**config.mk**
```make
export PLATFORM = sky130hd
export DESIGN_NAME = spm_seq_driver
export DESIGN_NICKNAME = d
export VERILOG_FILES = /design/src/rtl/spm_pkg.sv /design/src/rtl/spm_prod_shreg.sv /design/src/rtl/spm_seq_driver.sv
export SDC_FILE = /design/constraint.sdc
export NUM_CORES = 1
export LEC_CHECK = 0
export ABC_AREA = 1
export CORE_MARGIN = 2
export CORE_UTILIZATION = 50
export CTS_CLUSTER_DIAMETER = 100
export DETAILED_ROUTE_END_ITERATION = 8
export PLACE_DENSITY = 0.92
export SLEW_MARGIN = 20
export SYNTH_ARGS = -nofsm -noshare
export SYNTH_HDL_FRONTEND = slang
export SYNTH_SLANG_ARGS = --single-unit
```
**constraint.sdc**
```tcl
create_clock -name clk -period 3.5 [get_ports clk]
set_input_delay 0.525 -clock clk [delete_from_list [all_inputs] [get_ports clk]]
set_output_delay 0.525 -clock clk [all_outputs]
set_load 0.01 [all_outputs]
```
**src/rtl/spm_pkg.sv**
```systemverilog
// -----------------------------------------------------------------------------
// spm_pkg
//   Shared types and constants for the serial-parallel multiplier sequencer.
//   - spm_seq_state_t : sequencer FSM states (IDLE, SHIFT, DONE)
//   - SPM_WIDTH_DEF   : default operand width
//   - SPM_P_LAT_DEF   : default spm_y -> spm_p latency in cycles
//   - spm_cnt_w()     : width of the SHIFT-phase cycle counter
// -----------------------------------------------------------------------------
package spm_pkg;

    typedef enum logic [1:0] {
        IDLE  = 2'd0,
        SHIFT = 2'd1,
        DONE  = 2'd2
    } spm_seq_state_t;

    localparam int SPM_WIDTH_DEF = 32;
    localparam int SPM_P_LAT_DEF = 1;

    // The counter only has to reach 2*width+p_lat-1, never wrap.
    function automatic int spm_cnt_w(input int width, input int p_lat);
        int n;
        n = 2 * width + p_lat;
        if (n < 2) begin
            return 1;
        end
        return $clog2(n);
    endfunction

endpackage

```
**src/rtl/spm_prod_shreg.sv**
```systemverilog
// -----------------------------------------------------------------------------
// spm_prod_shreg
//   Right-shift capture register. Each enabled cycle the new bit enters at the
//   MSB and everything moves one place toward the LSB, so after WIDTH captures
//   the first bit captured sits at bit 0. Clear has priority over enable.
//
//   Ports:
//     clk  in  1      rising-edge clock
//     rst  in  1      synchronous active-low reset (register -> 0)
//     clr  in  1      synchronous clear
//     en   in  1      shift in din this cycle
//     din  in  1      serial input bit
//     q    out WIDTH  register contents
//
//   WIDTH must be at least 2.
// -----------------------------------------------------------------------------
module spm_prod_shreg
    import spm_pkg::*;
#(
    parameter int WIDTH = 2 * SPM_WIDTH_DEF
) (
    input  logic             clk,
    input  logic             rst,
    input  logic             clr,
    input  logic             en,
    input  logic             din,
    output logic [WIDTH-1:0] q
);

    logic [WIDTH-1:0] q_q;
    logic [WIDTH-1:0] q_d;

    always_comb begin
        q_d = q_q;
        if (clr) begin
            q_d = '0;
        end else if (en) begin
            q_d = {din, q_q[WIDTH-1:1]};
        end
    end

    always_ff @(posedge clk) begin
        if (!rst) begin
            q_q <= '0;
        end else begin
            q_q <= q_d;
        end
    end

    assign q = q_q;

endmodule

```
**src/rtl/spm_seq_driver.sv**
```systemverilog
// -----------------------------------------------------------------------------
// spm_seq_driver
//   Sequencer and result collector for the serial-parallel multiplier (spm).
//   Accepts an operand pair, drives the multiplicand in parallel and the
//   multiplier LSB first on spm_y, collects the serial product from spm_p and
//   returns the 2*WIDTH-bit product on a valid/ready port.
//
//   Parameters:
//     WIDTH  operand width (must match spm)
//     P_LAT  cycles from a bit on spm_y to the matching bit on spm_p (0..3)
//
//   Ports:
//     clk        in  1         rising-edge clock
//     rst        in  1         synchronous active-low reset (shared with spm)
//     req_valid  in  1         operand pair valid
//     req_ready  out 1         idle, able to accept an operand pair
//     req_a      in  WIDTH     multiplicand
//     req_b      in  WIDTH     multiplier
//     spm_x      out WIDTH     parallel multiplicand to spm
//     spm_y      out 1         serial multiplier bit to spm
//     spm_p      in  1         serial product bit from spm
//     res_valid  out 1         product available
//     res_ready  in  1         consumer takes the product
//     res_p      out 2*WIDTH   product
//
//   Build option:
//     SPM_SEQ_SIGNED_EN  defined   -> two's-complement operands; the upper
//                                     WIDTH y cycles carry b[WIDTH-1]
//                        undefined -> unsigned operands; upper y cycles are 0
//     spm must be built with the same signedness.
// -----------------------------------------------------------------------------
module spm_seq_driver
    import spm_pkg::*;
#(
    parameter int WIDTH = SPM_WIDTH_DEF,
    parameter int P_LAT = SPM_P_LAT_DEF
) (
    input  logic               clk,
    input  logic               rst,
    input  logic               req_valid,
    output logic               req_ready,
    input  logic [WIDTH-1:0]   req_a,
    input  logic [WIDTH-1:0]   req_b,
    output logic [WIDTH-1:0]   spm_x,
    output logic               spm_y,
    input  logic               spm_p,
    output logic               res_valid,
    input  logic               res_ready,
    output logic [2*WIDTH-1:0] res_p
);

    localparam int N_SHIFT = 2 * WIDTH + P_LAT;
    localparam int CNT_W   = spm_cnt_w(WIDTH, P_LAT);
    localparam logic [CNT_W-1:0] K_LAST = CNT_W'(N_SHIFT - 1);

    spm_seq_state_t   state_q;
    spm_seq_state_t   state_d;
    logic [CNT_W-1:0] k_q;
    logic [CNT_W-1:0] k_d;
    logic [WIDTH-1:0] x_q;
    logic [WIDTH-1:0] x_d;
    logic [WIDTH-1:0] y_sh_q;
    logic [WIDTH-1:0] y_sh_d;
    logic             req_ready_q;
    logic             req_ready_d;
    logic             res_valid_q;
    logic             res_valid_d;

    logic             y_ext;
    logic             cap_ok;
    logic             prod_clr;
    logic             prod_en;

    // Bit fed into the top of the y shifter once the real multiplier bits
    // are used up. These WIDTH extra cycles also drain spm's carry-save
    // state, so no separate spm reset is needed between operations.
`ifdef SPM_SEQ_SIGNED_EN
    assign y_ext = y_sh_q[WIDTH-1];
`else
    assign y_ext = 1'b0;
`endif

    // The first P_LAT SHIFT cycles only fill spm's pipeline; product bit 0
    // appears on spm_p at k == P_LAT.
    if (P_LAT == 0) begin : g_cap_nolat
        assign cap_ok = 1'b1;
    end else begin : g_cap_lat
        assign cap_ok = (k_q >= CNT_W'(P_LAT));
    end

    always_comb begin
        state_d     = state_q;
        k_d         = k_q;
        x_d         = x_q;
        y_sh_d      = y_sh_q;
        req_ready_d = req_ready_q;
        res_valid_d = res_valid_q;
        prod_clr    = 1'b0;
        prod_en     = 1'b0;

        case (state_q)
            IDLE: begin
                req_ready_d = 1'b1;
                // req_ready_q is the registered handshake, so the first
                // cycle after reset release never accepts.
                if (req_valid && req_ready_q) begin
                    state_d     = SHIFT;
                    x_d         = req_a;
                    y_sh_d      = req_b;
                    k_d         = '0;
                    prod_clr    = 1'b1;
                    req_ready_d = 1'b0;
                end
            end

            SHIFT: begin
                // y_sh_q[0] is the bit on spm_y this cycle (b[k]).
                y_sh_d  = {y_ext, y_sh_q[WIDTH-1:1]};
                k_d     = k_q + 1'b1;
                prod_en = cap_ok;
                if (k_q == K_LAST) begin
                    state_d     = DONE;
                    res_valid_d = 1'b1;
                    y_sh_d      = '0;
                    k_d         = '0;
                end
            end

            DONE: begin
                // req_ready only returns the cycle after the result is taken,
                // so a result and a new request never share a cycle.
                if (res_ready) begin
                    state_d     = IDLE;
                    res_valid_d = 1'b0;
                    req_ready_d = 1'b1;
                end
            end

            default: begin
                state_d     = IDLE;
                req_ready_d = 1'b0;
                res_valid_d = 1'b0;
            end
        endcase
    end

    always_ff @(posedge clk) begin
        if (!rst) begin
            state_q     <= IDLE;
            k_q         <= '0;
            x_q         <= '0;
            y_sh_q      <= '0;
            req_ready_q <= 1'b0;
            res_valid_q <= 1'b0;
        end else begin
            state_q     <= state_d;
            k_q         <= k_d;
            x_q         <= x_d;
            y_sh_q      <= y_sh_d;
            req_ready_q <= req_ready_d;
            res_valid_q <= res_valid_d;
        end
    end

    spm_prod_shreg #(
        .WIDTH (2 * WIDTH)
    ) u_prod (
        .clk (clk),
        .rst (rst),
        .clr (prod_clr),
        .en  (prod_en),
        .din (spm_p),
        .q   (res_p)
    );

    assign req_ready = req_ready_q;
    assign res_valid = res_valid_q;
    assign spm_x     = x_q;
    assign spm_y     = y_sh_q[0];

endmodule

```
==> impl_metrics.toml <==
[status]
outcome = "completed"

[die]
die_w_um = 110
core-area_um2 = 10900
fp.dieH_um = 110
ioPinCount = 168
die_area_um2 = 12100
start_util = 0.516
fp-row-count = 38

[layout]
fin_nets = 967
multi_input_area_um2 = 2570
seqCellArea_um2 = 2780
insertedDiodeCount = 0
syn_to_final_growth_pct = 40.0
fin_cells = 1047
nFillCells = 846
final_util = 0.722
drive_gt1_frac = 0.0529

[timing]
fmax_mhz = 452
finalCritPeriodShare = 0.632
finalSetupViolCount = 0
min_period_ns = 2.21
fin_ws_ns = 1.29
slew_violations = 0
worst_pin_slew_ns = 0.664
hold_viol = 0
fin_skew_ns = 0.0102
tns_ns = 0
slew_headroom = 0.557
rsz0062_at_grt = "no"

[route]
vias = 5448
wirelength_mm = 14.6
drcViolationCount = 0
met1_length_mm = 6.24
detail-route-antenna-nets = 0
wl_met2_mm = 7.10
routedWlPerCell_um = 13.9
route.met3.wl_um = 788
dr.first_iter.drc_count = 557
viasPerCell = 5.20
top_layer = "met4"
first_pass_iters = 5

[power]
power_mw = 4.10
power_density_nw_per_um2 = 519
leakage_nw = 2.94
ir_drop_mv = 0.361

[clock_network]
holdBufCountCts = 0
cts_resized = 0
cts.sinks = 139
cts_tree = "yes"
cts_buffer_depth = 2
cts_max_level = 4
cts_root_buf = "clkbuf_16"
cts_buffers = 17
postCtsSetupRepairBufs = 0
clkTransAtPathRegs_ns = 0.06
clkLatencyLatePin_ns = 0.41

[worst_setup_path]
crit_type = "in2reg"
worst_path_max_delay_cell = "clkdlybuf4s50_1"
critical-path-max-stage-delay_ns = 0.49
worstPathRequired_ns = 3.81
setup.worst_path.start_class = "input pin"
crit_chain = "clkdlybuf4s50_1, nand3_2, nand2_1, buf_4, o21ai_0, a21oi_1"
cp-end-kind = "flip-flop"
worst_ep_arrival_time_ns = 2.53
worstPathMaxFanout = 31

[global_routing]
grt_pass1_vias = 4994
overflow = 0
grt_pass1_wl_mm = 23.1
antenna_found_initial = 0
grt_max_degree = 70
grtUsageTotal = 0.239

[yosys]
ys_types = 22
ys_seq_area_frac = 0.493
synth_nets = 826
ys_ff_latch = 139
syn-instance-count = 754
ys_warn_count = 0
avgSynthCellArea_um2 = 7.48
syn-cell-area_um2 = 5640

[job]
drv_cap = 0

[placed_design]
io_buffers = 167
hpwlAfterDp_mm = 8.86
gp_congestion = 0.806
place_inst = 1016
pre_cts_ws_ns = 1.06

[min_path]
hold_path_class = "reg2reg"
==> power by group <==
part / switching (mW) / internal (mW) / leakage, nW
clock: 0.693 / 1.05 / 0.269
sequential: 0.0617 / 1.69 / 1.13
combinational: 0.326 / 0.279 / 1.53
total: 1.08 / 3.02 / 2.94
==> layout by cell type, fill, tap and decap left out <==
master	n
a21oi_1	42
clkinv_1	1
inv_2	3
inv_1	9
buf_4	7
nor2_4	3
and2_2	1
inv_6	3
buf_12	1
a31oi_1	1
clkinv_4	2
o21ai_1	6
o21bai_1	1
nand2_1	124
bufinv_16	2
nor2_1	197
clkdlybuf4s50_1	167
ha_1	3
clkinv_2	2
dfxtp_1	139
clkbuf_1	1
nand4_1	4
clkinvlp_4	4
o21ai_0	91
nor2_2	2
nand3_1	7
nand3b_1	66
nand3_2	1
clkbuf_16	17
==> area by class of cell <==
class | count | area share
tap | 140 | 0.0222
inverter | 13 | 0.00618
timing repair buffer | 175 | 0.221
sequential | 139 | 0.352
multi-input combinational | 549 | 0.326
clock inverter | 13 | 0.0182
clock buffer | 18 | 0.0544
==> path summary, 6_finish.rpt <==
check	from	endpoint	slack, ns	depth (start not counted)
max	req_valid	y_sh_q[13]$_SDFFE_PN0P_	1.29	6
min	res_valid$_SDFFE_PN0P_	res_valid$_SDFFE_PN0P_	0.45	2
max reg2reg	state_q[1]$_SDFFE_PN0P_	y_sh_q[13]$_SDFFE_PN0P_	1.31	6
min reg2reg	res_valid$_SDFFE_PN0P_	res_valid$_SDFFE_PN0P_	0.45	2
==> logic make-up after synthesis <==
family                   after synthesis  synth area share
AO/OA/AOI/OAI                        141             0.126
adder cells (fa/ha/maj)                3           0.00666
buffers and inverters                 66            0.0517
flip-flops                           139             0.493
AND/OR/NAND/NOR                      405             0.322
==> per-layer routing <==
| layer | track usage | up-vias |
|---|---|---|
| li1 | - | 2733 |
| met1 | 0.295 | 2517 |
| met2 | 0.398 | 164 |
| met3 | 0.0511 | 34 |
| met4 | 0.116 | 0 |
| met5 | 0 | - |
==> cells in the mapped netlist <==
cell type,n,area [um2]
inv_2,3,11.3
nand3b_1,66,495
nor2_4,3,33.8
dfxtp_1,139,2780
and2_1,1,6.26
buf_2,32,160
nand2_1,124,465
a21oi_1,42,210
buf_1,3,11.3
nand4_1,4,25.0
clkbuf_1,17,63.8
nor2_1,197,739
ha_1,3,37.5
clkinv_1,1,3.75
inv_1,9,33.8
nand3_1,8,40.0
nor2_2,2,12.5
a31oi_1,1,6.26
o21ai_1,6,30.0
o21bai_1,1,7.51
o21ai_0,91,455
buf_4,1,7.51
==> through the flow <==
stage          cell area, um2  hold WS [ns]
2_1_floorplan            5640         0.435
3_3_place_gp             7320         0.440
3_5_place_dp             7320         0.441
4_1_cts                  7900         0.450
5_1_grt                  7900         0.470
6_report                 7900         0.447
==> critical path, delay by kind of cell <==
kind / cells / cell delay (ns)
buf+inv: 2 / 0.79
simple gates: 2 / 0.78
compound gates: 2 / 0.42
==> state kept, by name (all words and copies together), names as in the netlist <==
register,count
spm_x,32
req_ready,1
u_prod.q,64
res_valid,1
k_q,7
state_q,2
y_sh_q,32
(Power assumes the default switching activity.)
